<file path="src/rtl/mmio_console_pkg.sv">
// Shared constants for the memory-mapped console/halt peripheral: default
// register addresses and status-word bit positions.
package mmio_console_pkg;

    localparam logic [31:0] CONSOLE_ADDR_DEF = 32'h0000_FFF0;
    localparam logic [31:0] HALT_ADDR_DEF    = 32'h0000_FFF4;
    localparam logic [31:0] STATUS_ADDR_DEF  = 32'h0000_FFF8;

    localparam int unsigned STAT_OVF   = 31;
    localparam int unsigned STAT_HALT  = 30;
    localparam int unsigned STAT_FULL  = 29;
    localparam int unsigned STAT_EMPTY = 28;

endpackage

</file>
<file path="src/rtl/mmio_console_sync_fifo.sv">
// Synchronous FIFO with registered count; push while full is accepted only
// when a pop happens in the same cycle, otherwise over/underflow requests are no-ops.
module sync_fifo #(
    parameter int unsigned WIDTH = 8,
    parameter int unsigned DEPTH = 8
) (
    input  logic                       clk,
    input  logic                       reset,
    input  logic                       push,
    input  logic [WIDTH-1:0]           din,
    input  logic                       pop,
    output logic [WIDTH-1:0]           dout,
    output logic                       empty,
    output logic                       full,
    output logic [$clog2(DEPTH):0]     count
);

    localparam int unsigned AW = $clog2(DEPTH);
    localparam int unsigned CW = AW + 1;

    logic [WIDTH-1:0] mem [DEPTH];
    logic [AW-1:0]    rd_ptr;
    logic [AW-1:0]    wr_ptr;
    logic             do_push;
    logic             do_pop;

    assign empty   = (count == '0);
    assign full    = (count == CW'(DEPTH));
    assign do_pop  = pop & ~empty;
    assign do_push = push & (~full | do_pop);
    // Head is forced to zero while empty so the stream data is clean out of reset.
    assign dout    = empty ? '0 : mem[rd_ptr];

    always_ff @(posedge clk) begin
        if (do_push) begin
            mem[wr_ptr] <= din;
        end
    end

    always_ff @(posedge clk) begin
        if (reset) begin
            rd_ptr <= '0;
            wr_ptr <= '0;
            count  <= '0;
        end else begin
            if (do_push) begin
                wr_ptr <= wr_ptr + AW'(1);
            end
            if (do_pop) begin
                rd_ptr <= rd_ptr + AW'(1);
            end
            case ({do_push, do_pop})
                2'b10:   count <= count + CW'(1);
                2'b01:   count <= count - CW'(1);
                default: count <= count;
            endcase
        end
    end

endmodule

</file>
<file path="src/rtl/mmio_console.sv">
// Console/halt peripheral on the core data bus: decodes stores to the console,
// halt and status addresses, buffers console bytes and latches the first halt code.
module mmio_console
    import mmio_console_pkg::*;
#(
    parameter int unsigned DEPTH        = 8,
    parameter logic [31:0] CONSOLE_ADDR = CONSOLE_ADDR_DEF,
    parameter logic [31:0] HALT_ADDR    = HALT_ADDR_DEF,
    parameter logic [31:0] STATUS_ADDR  = STATUS_ADDR_DEF
) (
    input  logic        clk,
    input  logic        reset,
    input  logic        memwrite,
    input  logic [31:0] dataadr,
    input  logic [31:0] writedata,
    output logic        hit,
    output logic [31:0] readdata,
    output logic        out_valid,
    output logic [7:0]  out_data,
    input  logic        out_ready,
    output logic        halted,
    output logic [31:0] halt_code,
    output logic        overflow
);

    localparam int unsigned CW = $clog2(DEPTH) + 1;

    logic          sel_console;
    logic          sel_halt;
    logic          sel_status;
    logic          push;
    logic          pop;
    logic          halt_store;
    logic          fifo_empty;
    logic          fifo_full;
    logic [CW-1:0] fifo_count;
    logic [31:0]   status;

    assign sel_console = (dataadr == CONSOLE_ADDR);
    assign sel_halt    = (dataadr == HALT_ADDR);
    assign sel_status  = (dataadr == STATUS_ADDR);
    assign hit         = sel_console | sel_halt | sel_status;

    assign push       = memwrite & sel_console & ~halted;
    assign halt_store = memwrite & sel_halt & ~halted;
    assign out_valid  = ~fifo_empty;
    assign pop        = out_valid & out_ready;

    sync_fifo #(
        .WIDTH (8),
        .DEPTH (DEPTH)
    ) u_fifo (
        .clk   (clk),
        .reset (reset),
        .push  (push),
        .din   (writedata[7:0]),
        .pop   (pop),
        .dout  (out_data),
        .empty (fifo_empty),
        .full  (fifo_full),
        .count (fifo_count)
    );

    // Status word assembly; reads are side-effect free.
    always_comb begin
        status             = '0;
        status[CW-1:0]     = fifo_count;
        status[STAT_OVF]   = overflow;
        status[STAT_HALT]  = halted;
        status[STAT_FULL]  = fifo_full;
        status[STAT_EMPTY] = fifo_empty;
    end

    assign readdata = sel_status ? status : '0;

    always_ff @(posedge clk) begin
        if (reset) begin
            halted    <= 1'b0;
            halt_code <= '0;
            overflow  <= 1'b0;
        end else begin
            if (halt_store) begin
                halted    <= 1'b1;
                halt_code <= writedata;
            end
            // A drop only happens when full and nothing leaves in the same cycle.
            if (push & fifo_full & ~pop) begin
                overflow <= 1'b1;
            end
        end
    end

endmodule

</file>
<file path="config.mk">
export PLATFORM = sky130hd
export DESIGN_NAME = mmio_console
export DESIGN_NICKNAME = d
export VERILOG_FILES = /design/src/rtl/mmio_console_pkg.sv /design/src/rtl/mmio_console_sync_fifo.sv /design/src/rtl/mmio_console.sv
export SDC_FILE = /design/constraint.sdc
export NUM_CORES = 1
export LEC_CHECK = 0
export BUFFER_PORTS_ARGS = -buffer_cell sky130_fd_sc_hd__buf_2
export CORE_UTILIZATION = 50
export CTS_CLUSTER_DIAMETER = 30
export DETAILED_ROUTE_END_ITERATION = 8
export PLACE_DENSITY_LB_ADDON = 0.08
export SYNTH_ARGS = -nofsm -noshare
export SYNTH_HDL_FRONTEND = slang
export SYNTH_HIERARCHICAL = 1
export SYNTH_SLANG_ARGS = --single-unit
</file>
<file path="constraint.sdc">
create_clock -name clk -period 4.7 [get_ports clk]
set_clock_uncertainty 0.1 [all_clocks]
set_input_delay 1.175 -clock clk [delete_from_list [all_inputs] [get_ports clk]]
set_output_delay 1.175 -clock clk [all_outputs]
set_load 0.005 [all_outputs]
</file>
Word-level counts from Yosys, hierarchy flattened
Memories as Yosys holds them, arrays and structs flattened. A register that Yosys moved wholly into a read port is not among the register bits. Index checks and enable logic that the tools add are counted.

Bitwise logic cells: 16. Add/subtract/negate cells: 4. Reduce and logical (&&, ||, !) cells: 2. Equality and inequality tests: 6. Mux-type cells: 7.

Operators with widths (number): equality test 32 x 16 -> 1 bit (second input constant) (3); 2-to-1 mux 32 bit (1); AND 1 bit (9); 2-to-1 mux 8 bit (1); one-hot mux 4 bit (2 select lines) (1); adder 3 x 1 -> 3 bit (second input constant) (2); 2-to-1 mux 3 bit (2); adder 4 x 1 -> 4 bit (second input constant) (1); equality test 4 bit (second input constant) (1); logical NOT 4 bit (1); inverter 1 bit (4); subtractor 4 x 1 -> 4 bit (second input constant) (1); bitwise OR 1 bit (3); equality test 2 x 1 -> 1 bit (second input constant) (1); equality test 2 bit (second input constant) (1); 2-to-1 mux 1 bit (2); nonzero test 2 bit (1).

Bits in writable memories: 64. Memories: 1. Flip-flop bits (word level): 44. Input bits: 68. Output and inout bits: 76. Word-level logic and storage cells: 42.

Memories: u_fifo.mem (depth 8, width 8, rd ports 1, clocked after Yosys merged registers in 1, wr ports 1, line mmio_console_sync_fifo.sv:21) `logic [WIDTH-1:0] mem [DEPTH];`.

Depth between registers and ports, before layout
Gate-level depths: netlist of run 1.

Depth after elaboration: 8. Mapped depth: 12. Depth with buffers taken out: 11.

By module
The synthesis of run 1 kept the hierarchy.

Modules (own cells, without submodules): sync_fifo (area each 3181.8 sq um, cells each 184, times used 1); mmio_console (area each 1870.5 sq um, cells each 196, times used 1).

Worst setup path before layout of run 1
OpenSTA, ideal clock, no wires.

Kind: input to register. Start: input dataadr[0]. End: memory u_fifo.mem[0][0], enable pin. Required time: 4.205 ns. Arrival: 3.749 ns. Cell stages on the path: 7. Setup slack: 0.457 ns. Setup time: 0.395 ns. Cell sequence: nand4b_1 > or4_4 > or2_2 > nor3b_1 > clkbuf_1 > o21ai_4 > nor4_1.

Word-level cells in the longest chain between the ends: 6.

RTL lines: start, declared (line mmio_console.sv:14) `input logic [31:0] dataadr,`; equality test 32 x 16 -> 1 bit (line mmio_console.sv:39) `assign sel_console = (dataadr == CONSOLE_ADDR);`; AND 1 bit (2 in a row) (line mmio_console.sv:44) `assign push = memwrite & sel_console & ~halted;`; net push (line mmio_console.sv:31) `logic push;`; AND 1 bit (line mmio_console_sync_fifo.sv:30) `assign do_push = push & (~full | do_pop);`; 2-to-1 mux 1 bit (line mmio_console_sync_fifo.sv:35) `if (do_push) begin`; 2-to-1 mux 1 bit (implied by the code) (line mmio_console_sync_fifo.sv:36) `mem[wr_ptr] <= din;`; end, declared (line mmio_console_sync_fifo.sv:21).

The timed path passes the listed nets, and every way through them passes these cells.

Final worst setup path of run 1
Start: input dataadr[0]. End: output readdata[31].

Word-level cells in the longest chain between the ends: 2.

RTL lines: equality test 32 x 16 -> 1 bit (line mmio_console.sv:41) `assign sel_status = (dataadr == STATUS_ADDR);`; 2-to-1 mux 32 bit (line mmio_console.sv:74) `assign readdata = sel_status ? status : '0;`; end, declared (line mmio_console.sv:17) `output logic [31:0] readdata,`.

No other way between the ends.

==> results of run 1 <==
[worst max-delay path, cell delays in order]
cell and delay, ns:
buf_2 0.09, nand4b_1 0.15, or4_4 0.56, nor4b_2 0.51, and2_1 0.21, buf_2 0.11
[cells in the mapped netlist, types with 3 or more instances]
cell type   n  area (µm²)
clkbuf_1    9        33.8
nor4_1      6        37.5
edfxtp_1   64        1920
mux2i_1    43         430
nand2b_1   68         425
inv_1       4        15.0
nor3_1      5        25.0
xnor2_1     3        26.3
buf_4      25         188
xor2_1      4        35.0
mux4_2     16         360
and2_1      9        56.3
ha_1        4        50.1
buf_6       3        33.8
a21oi_1     3        15.0
nand3b_1    3        22.5
dfxtp_1    47         941
nand4b_1    3        26.3
nor2_1     22        82.6
nand2_1     4        15.0
buf_2       3        15.0
[logic make-up (layout without fill, tap and decap cells)]
kind of cell	Yosys count	after routing	share of synthesized area [%]
adder cells (fa/ha/maj)	5	5	1.39
AND/OR/NAND/NOR	135	135	16.5
XOR/XNOR	7	7	1.21
flip-flops	111	111	56.7
other	1	24	0.0742
AO/OA/AOI/OAI	15	15	2.65
multiplexers	59	59	15.7
buffers and inverters	47	151	5.89
[metrics by stage]
| stage | hold slack (ns) | util (%) | setup slack (ns) |
|---|---|---|---|
| 2_1_floorplan | 0.365 | - | 0.457 |
| 3_3_place_gp | 0.355 | 58.4 | 0.662 |
| 3_5_place_dp | 0.363 | 58.4 | 0.588 |
| 4_1_cts | 0.382 | 60.3 | 0.602 |
| 5_1_grt | 0.397 | 60.3 | 0.451 |
| 6_report | 0.374 | 60.3 | 0.614 |
[layout make-up]
| class | count | area (µm²) |
|---|---|---|
| fillers | 848 | 3880 |
| flip-flops and latches | 111 | 2860 |
| multi-input cells | 245 | 1980 |
| repair buffers | 131 | 686 |
| well taps | 133 | 166 |
| clock buffers | 12 | 156 |
| clock inverters | 4 | 30.0 |
| inverters | 4 | 15.0 |
[how the worst max path moves through the flow]
stage / cells past startpoint / slack [ns] / startpoint / to
6_report: 6 / 0.61 / dataadr[0] / readdata[31]
2_1_floorplan: 7 / 0.46 / dataadr[0] / u_fifo/mem[0][0]
5_1_grt: 6 / 0.45 / dataadr[0] / readdata[31]
3_5_place_dp: 12 / 0.59 / dataadr[0] / u_fifo/count[3]
4_1_cts: 6 / 0.60 / dataadr[0] / readdata[31]
3_3_place_gp: 6 / 0.66 / dataadr[0] / readdata[31]
[routing by layer]
layer	GRT usage, %	vias up
met4	5.82	0
met3	5.90	11
met2	27.3	122
met5	0	-
met1	24.8	1500
li1	-	1552
[sequential cells by signal, summed over array words and instances (netlist names), named ones only]
| signal | flops |
|---|---|
| halt_code | 32 |
| halted | 1 |
| u_fifo/mem | 64 |
| u_fifo/wr_ptr | 3 |
| overflow | 1 |
| u_fifo/count | 4 |
| u_fifo/rd_ptr | 3 |
[where the power goes]
| group | total [W] | switching (W) | internal [W] |
|---|---|---|---|
| combinational | 0.0000644 | 0.0000315 | 0.0000329 |
| clock | 0.000529 | 0.000301 | 0.000228 |
| sequential | 0.00102 | 0.0000000000000360 | 0.00102 |
| total | 0.00162 | 0.000333 | 0.00129 |
==> run summary, run 1 <==
Postcts setup bufs - 0
Tcrit/Tclk final - 86.9%
Final Wtd Congestion - 0.833
Most used flip-flop cell after synthesis - edfxtp_1
WL met3 - 715 µm
Die Y - 103 µm
Min-delay src - halt_code[9]
Hold depth - 2
Pwr Total - 0.00162 W
Hold crit path type - flop to flop
Final hold violation count - 0
RR Endpoint - u_fifo/count[3]
Vias post-DR - 3185
H-tree levels - 3
Yosys cell types - 47
Met1 Wirelength - 4.24 mm
DP HPWL - 6.22 mm
Fin nets - 575
Setup tns final - 0 ns
Drt via density - 4.98
Max transition margin - 34.8%
Area delta synth->final - 16.7%
Root Driver - clkbuf_8
Clock slew at reported path FFs - 0.09 ns
Cts repair resizes - 0
Uppermost layer routed - met4
CP Class - primary input to primary output
FF-to-FF Start - u_fifo/count[0]
Cells after Synth - 380
Crit path max fanout - 8
Antenna-violating nets left - 0
Pleak - 2.28 nW
Area of placed instances - 0.00571 mm²
Die ar. - 0.0105 mm²
Commonest non-fill, non-tap cell in the layout - buf_2
Reg2Reg Setup Slack - 1.64 ns
Initial Util - 51.7%
Synth Cell Area - 0.00505 mm²
Diode count - 0
Syn avg cell area - 13.3 µm²
Layout cell share with drive strength beyond 1 - 33.9%
Row cnt - 36
Total Routing Usage GR - 18.1%
Initial antenna violation count - 0
Number of enable flip-flop cells after synthesis - 64
Critical path data arrival time - 2.81 ns
DRC - 0
PortBufs - 119
R2r worst-path depth - 11
CP endpoint kind - primary output
Io pins - 144
Seq/Total Area, Yosys - 56.7%
Initial DRC Count - 129
First-pass GRT wire length - 14.2 mm
Placed Cells - 624
Cell area after layout - 0.00589 mm²
Worst-margin pin slew - 0.978 ns
Clock Sink Count - 111
Worst Hold Path EP - halt_code[9]
Final WL - 9.12 mm
CP startpoint kind - primary input
Most frequent cells in the layout - buf_2 (119), nand2b_1 (68), edfxtp_1 (64), dfxtp_1 (47), mux2i_1 (43)
Synth warnings - 6
Outcome - finished clean
Flop and latch count out of synthesis - 111
Final setup vio count - 0
CTS max path bufs - 2
CTS tree - built
Met2 wire len - 4.07 mm
Non-filler cells, final - 640
RSZ-0062 raised after global routing - no
CTS Buf Count - 9
Max cap viols - 0
Max Fclk - 0.245 GHz
Vias in the first global route - 2880
Largest net degree at the start of global routing - 78
Final Slew Violations - 0
Worst EP required - 3.42 ns
GRT overflow - 0
Hold Buf Count CTS - 0
Die Width - 103 µm
Worst IR Drop VDD - 0.155 mV
Async S/R FF share, synth - 0%
Min Tclk post-route - 4.09 ns
TritonRoute pass-1 iters - 4
Power Dens Cells - 274 mW/mm²
Core Region - 0.00977 mm²
Wire length per cell - 14.2 µm
Clock latency on the worst-skew pair - 0.36 ns
Note: power is estimated with default switching activity, not from simulation.
==> run 2: changes to the inputs <==
--- a/config.mk
+++ b/config.mk
@@ -6,7 +6,8 @@
 export NUM_CORES = 1
 export LEC_CHECK = 0
 export BUFFER_PORTS_ARGS = -buffer_cell sky130_fd_sc_hd__buf_2
-export CORE_UTILIZATION = 50
+export CORE_UTILIZATION = 49
+export CTS_BUF_LIST = sky130_fd_sc_hd__clkbuf_2
 export CTS_CLUSTER_DIAMETER = 30
 export DETAILED_ROUTE_END_ITERATION = 8
 export PLACE_DENSITY_LB_ADDON = 0.08
==> constraint.sdc (replaced) <==
create_clock -name clk -period 3.3 [get_ports clk]
set_clock_uncertainty 0.1 [all_clocks]
set_input_delay 0.825 -clock clk [delete_from_list [all_inputs] [get_ports clk]]
set_output_delay 0.825 -clock clk [all_outputs]
set_load 0.005 [all_outputs]
==> run summary, run 2 (synthesis gave the netlist of run 1 again) <==
Non-filler cells, final - 648 (+1.3%)
Initial Util - 51.2% (-0.47 points)
RSZ-0062 raised after global routing - yes
Clk pwr share - 30.8% (-1.9 points)
Final WS setup - 0.0524 ns (-0.562 ns)
Internal - 0.00177 W (+38%)
Diode count - 0 (unchanged)
Final Wtd Congestion - 0.777 (-6.8%)
Placed Cells - 632 (+1.3%)
Comb pwr share - 4.3% (+0.3 points)
CTS max path bufs - 2 (unchanged)
Slowest cell on the critical path - or4_4
Power Dens Cells - 372 mW/mm² (+36%)
Die Width - 104 µm (+0.99%)
Tcrit/Tclk final - 98.4%
Slowest cell delay on critical path - 0.57 ns (about the same)
Commonest non-fill, non-tap cell in the layout - buf_2
Most frequent cells in the layout - buf_2 (114), nand2b_1 (68), edfxtp_1 (64), dfxtp_1 (47), mux2i_1 (43)
Layout cell share with drive strength beyond 1 - 38.1% (+4.1 points)
Place WS - -0.156 ns (-0.745 ns)
Worst EP required - 2.37 ns (-1.05 ns)
Worst IR Drop VDD - 0.216 mV (+39%)
CP most frequent cell - buf_6
Initial antenna violation count - 0 (unchanged)
CP endpoint kind - primary output
Root Driver - clkbuf_2
Total Routing Usage GR - 17.8% (-0.23 points)
Die ar. - 0.0107 mm² (+2.0%)
H-tree levels - 3 (unchanged)
Pleak - 2.35 nW (+3.1%)
First-pass GRT wire length - 15.0 mm (+5.2%)
Number of flip-flops in the largest register - 64 (unchanged)
Sw frac - 21.5% (+0.97 points)
Hold crit path type - primary input to flop
Drt via density - 4.99 (+0.32%)
Core Region - 0.00986 mm² (+0.92%)
Max transition margin - 36.1% (+1.3 points)
CP startpoint kind - primary input
Clock Sink Count - 111 (unchanged)
Final setup vio count - 0 (unchanged)
Min Tclk post-route - 3.25 ns
Die Y - 104 µm (+0.99%)
TritonRoute pass-1 iters - 5 (+1)
Wire length per cell - 14.7 µm (+3.2%)
Vias in the first global route - 3058 (+6.2%)
Max cap viols - 0 (unchanged)
DP HPWL - 6.45 mm (+3.7%)
Row cnt - 36 (unchanged)
CTS tree - built
Max Fclk - 0.308 GHz
Fin nets - 583 (+1.4%)
Critical-path cell list - buf_6 -> nand4b_1 -> or4_4 -> nor4b_4 -> buf_4 -> and2_4 -> buf_6
Io pins - 144 (unchanged)
CP Class - primary input to primary output
Clock slew at reported path FFs - 0.29 ns (+0.20 ns)
Biggest registers after layout - u_fifo/mem x64, halt_code x32, u_fifo/count x4
Outcome - finished clean
Final Slew Violations - 0 (unchanged)
PortBufs - 119 (unchanged)
CTS Buf Count - 9 (unchanged)
Psw - 0.000486 W (+46%)
Buf/Inv on CP - 3 (+1)
Most flops, register - u_fifo/mem
Clock latency on the worst-skew pair - 0.53 ns (+0.17 ns)
Area delta synth->final - 20.2%
Largest net degree at the start of global routing - 78 (unchanged)
Critical path data arrival time - 2.32 ns (-0.49 ns)
Antenna-violating nets left - 0 (unchanged)
Vias post-DR - 3235 (+1.6%)
Final hold violation count - 0 (unchanged)
DRC - 0 (unchanged)
Initial DRC Count - 147 (+14%)
GRT overflow - 0 (unchanged)
Reg power frac - 64.8% (+1.5 points)
Worst-margin pin slew - 0.958 ns (-0.0201 ns)
Crit path max fanout - 7 (-1)
Final WL - 9.53 mm (+4.5%)
Crit-path leading delay family - simple AND/OR/NAND/NOR gates
run 2: worst min-delay path, cell delays in order:
cell,delay (ns)
buf_2,0.09
nand2b_1,0.05
mux2i_1,0.06
run 2: what timing repair did:
action	4_1_cts	5_1_grt
pin swaps	2	4
gates resized for setup	1	13
hold buffers	0	0
endpoints found under the hold margin	0	0
endpoints found under the setup margin	8	7
buffers inserted	0	1
run 2: path summary, 6_finish.rpt:
kind                         from         endpoint  slack [ns]  cells after the start
setup reg to reg  u_fifo/count[0]  u_fifo/count[3]        0.75                      9
setup / recovery      dataadr[17]      readdata[2]        0.05                      7
hold / removal      writedata[27]    halt_code[27]        0.38                      3
hold reg to reg     halt_code[15]    halt_code[15]        0.39                      2
run 2: layout make-up:
cell class              instances  area [µm²]
clock buffers                  10        50.0
clock inverters                 6        90.1
fillers                       795        3790
inverters                       4        15.0
multi-input cells             245        2100
flip-flops and latches        111        2860
well taps                     133         166
repair buffers                139         790
run 2: power by group through the flow:
stage               combinational [W]  sequential, W  clock (W)
floorplan                   0.0000592        0.00149          0
global placement            0.0000895        0.00149          0
detailed placement          0.0000937        0.00149          0
CTS                         0.0000941        0.00146   0.000717
global route                 0.000109        0.00146   0.000770
finish                      0.0000981        0.00146   0.000696
run 2: metrics by stage:
| stage | hold WS, ns | total power [W] | area (µm²) | utilization [%] | TNS, ns |
|---|---|---|---|---|---|
| floorplan | 0.365 | 0.00155 | 5220 | - | -0.144 |
| global placement | 0.355 | 0.00158 | 5850 | 59.3 | -0.661 |
| detailed placement | 0.362 | 0.00158 | 5850 | 59.3 | -1.10 |
| CTS | 0.324 | 0.00228 | 5990 | 60.8 | 0 |
| global route | 0.305 | 0.00234 | 6070 | 61.5 | -0.0823 |
| finish | 0.385 | 0.00226 | 6070 | 61.5 | 0 |
run 2: metal layers:
layer  wire [µm]  GRT usage [%]
met1        4220           23.3
met2        4450           28.2
met3         675           5.03
met4         184           6.94
met5           0              0
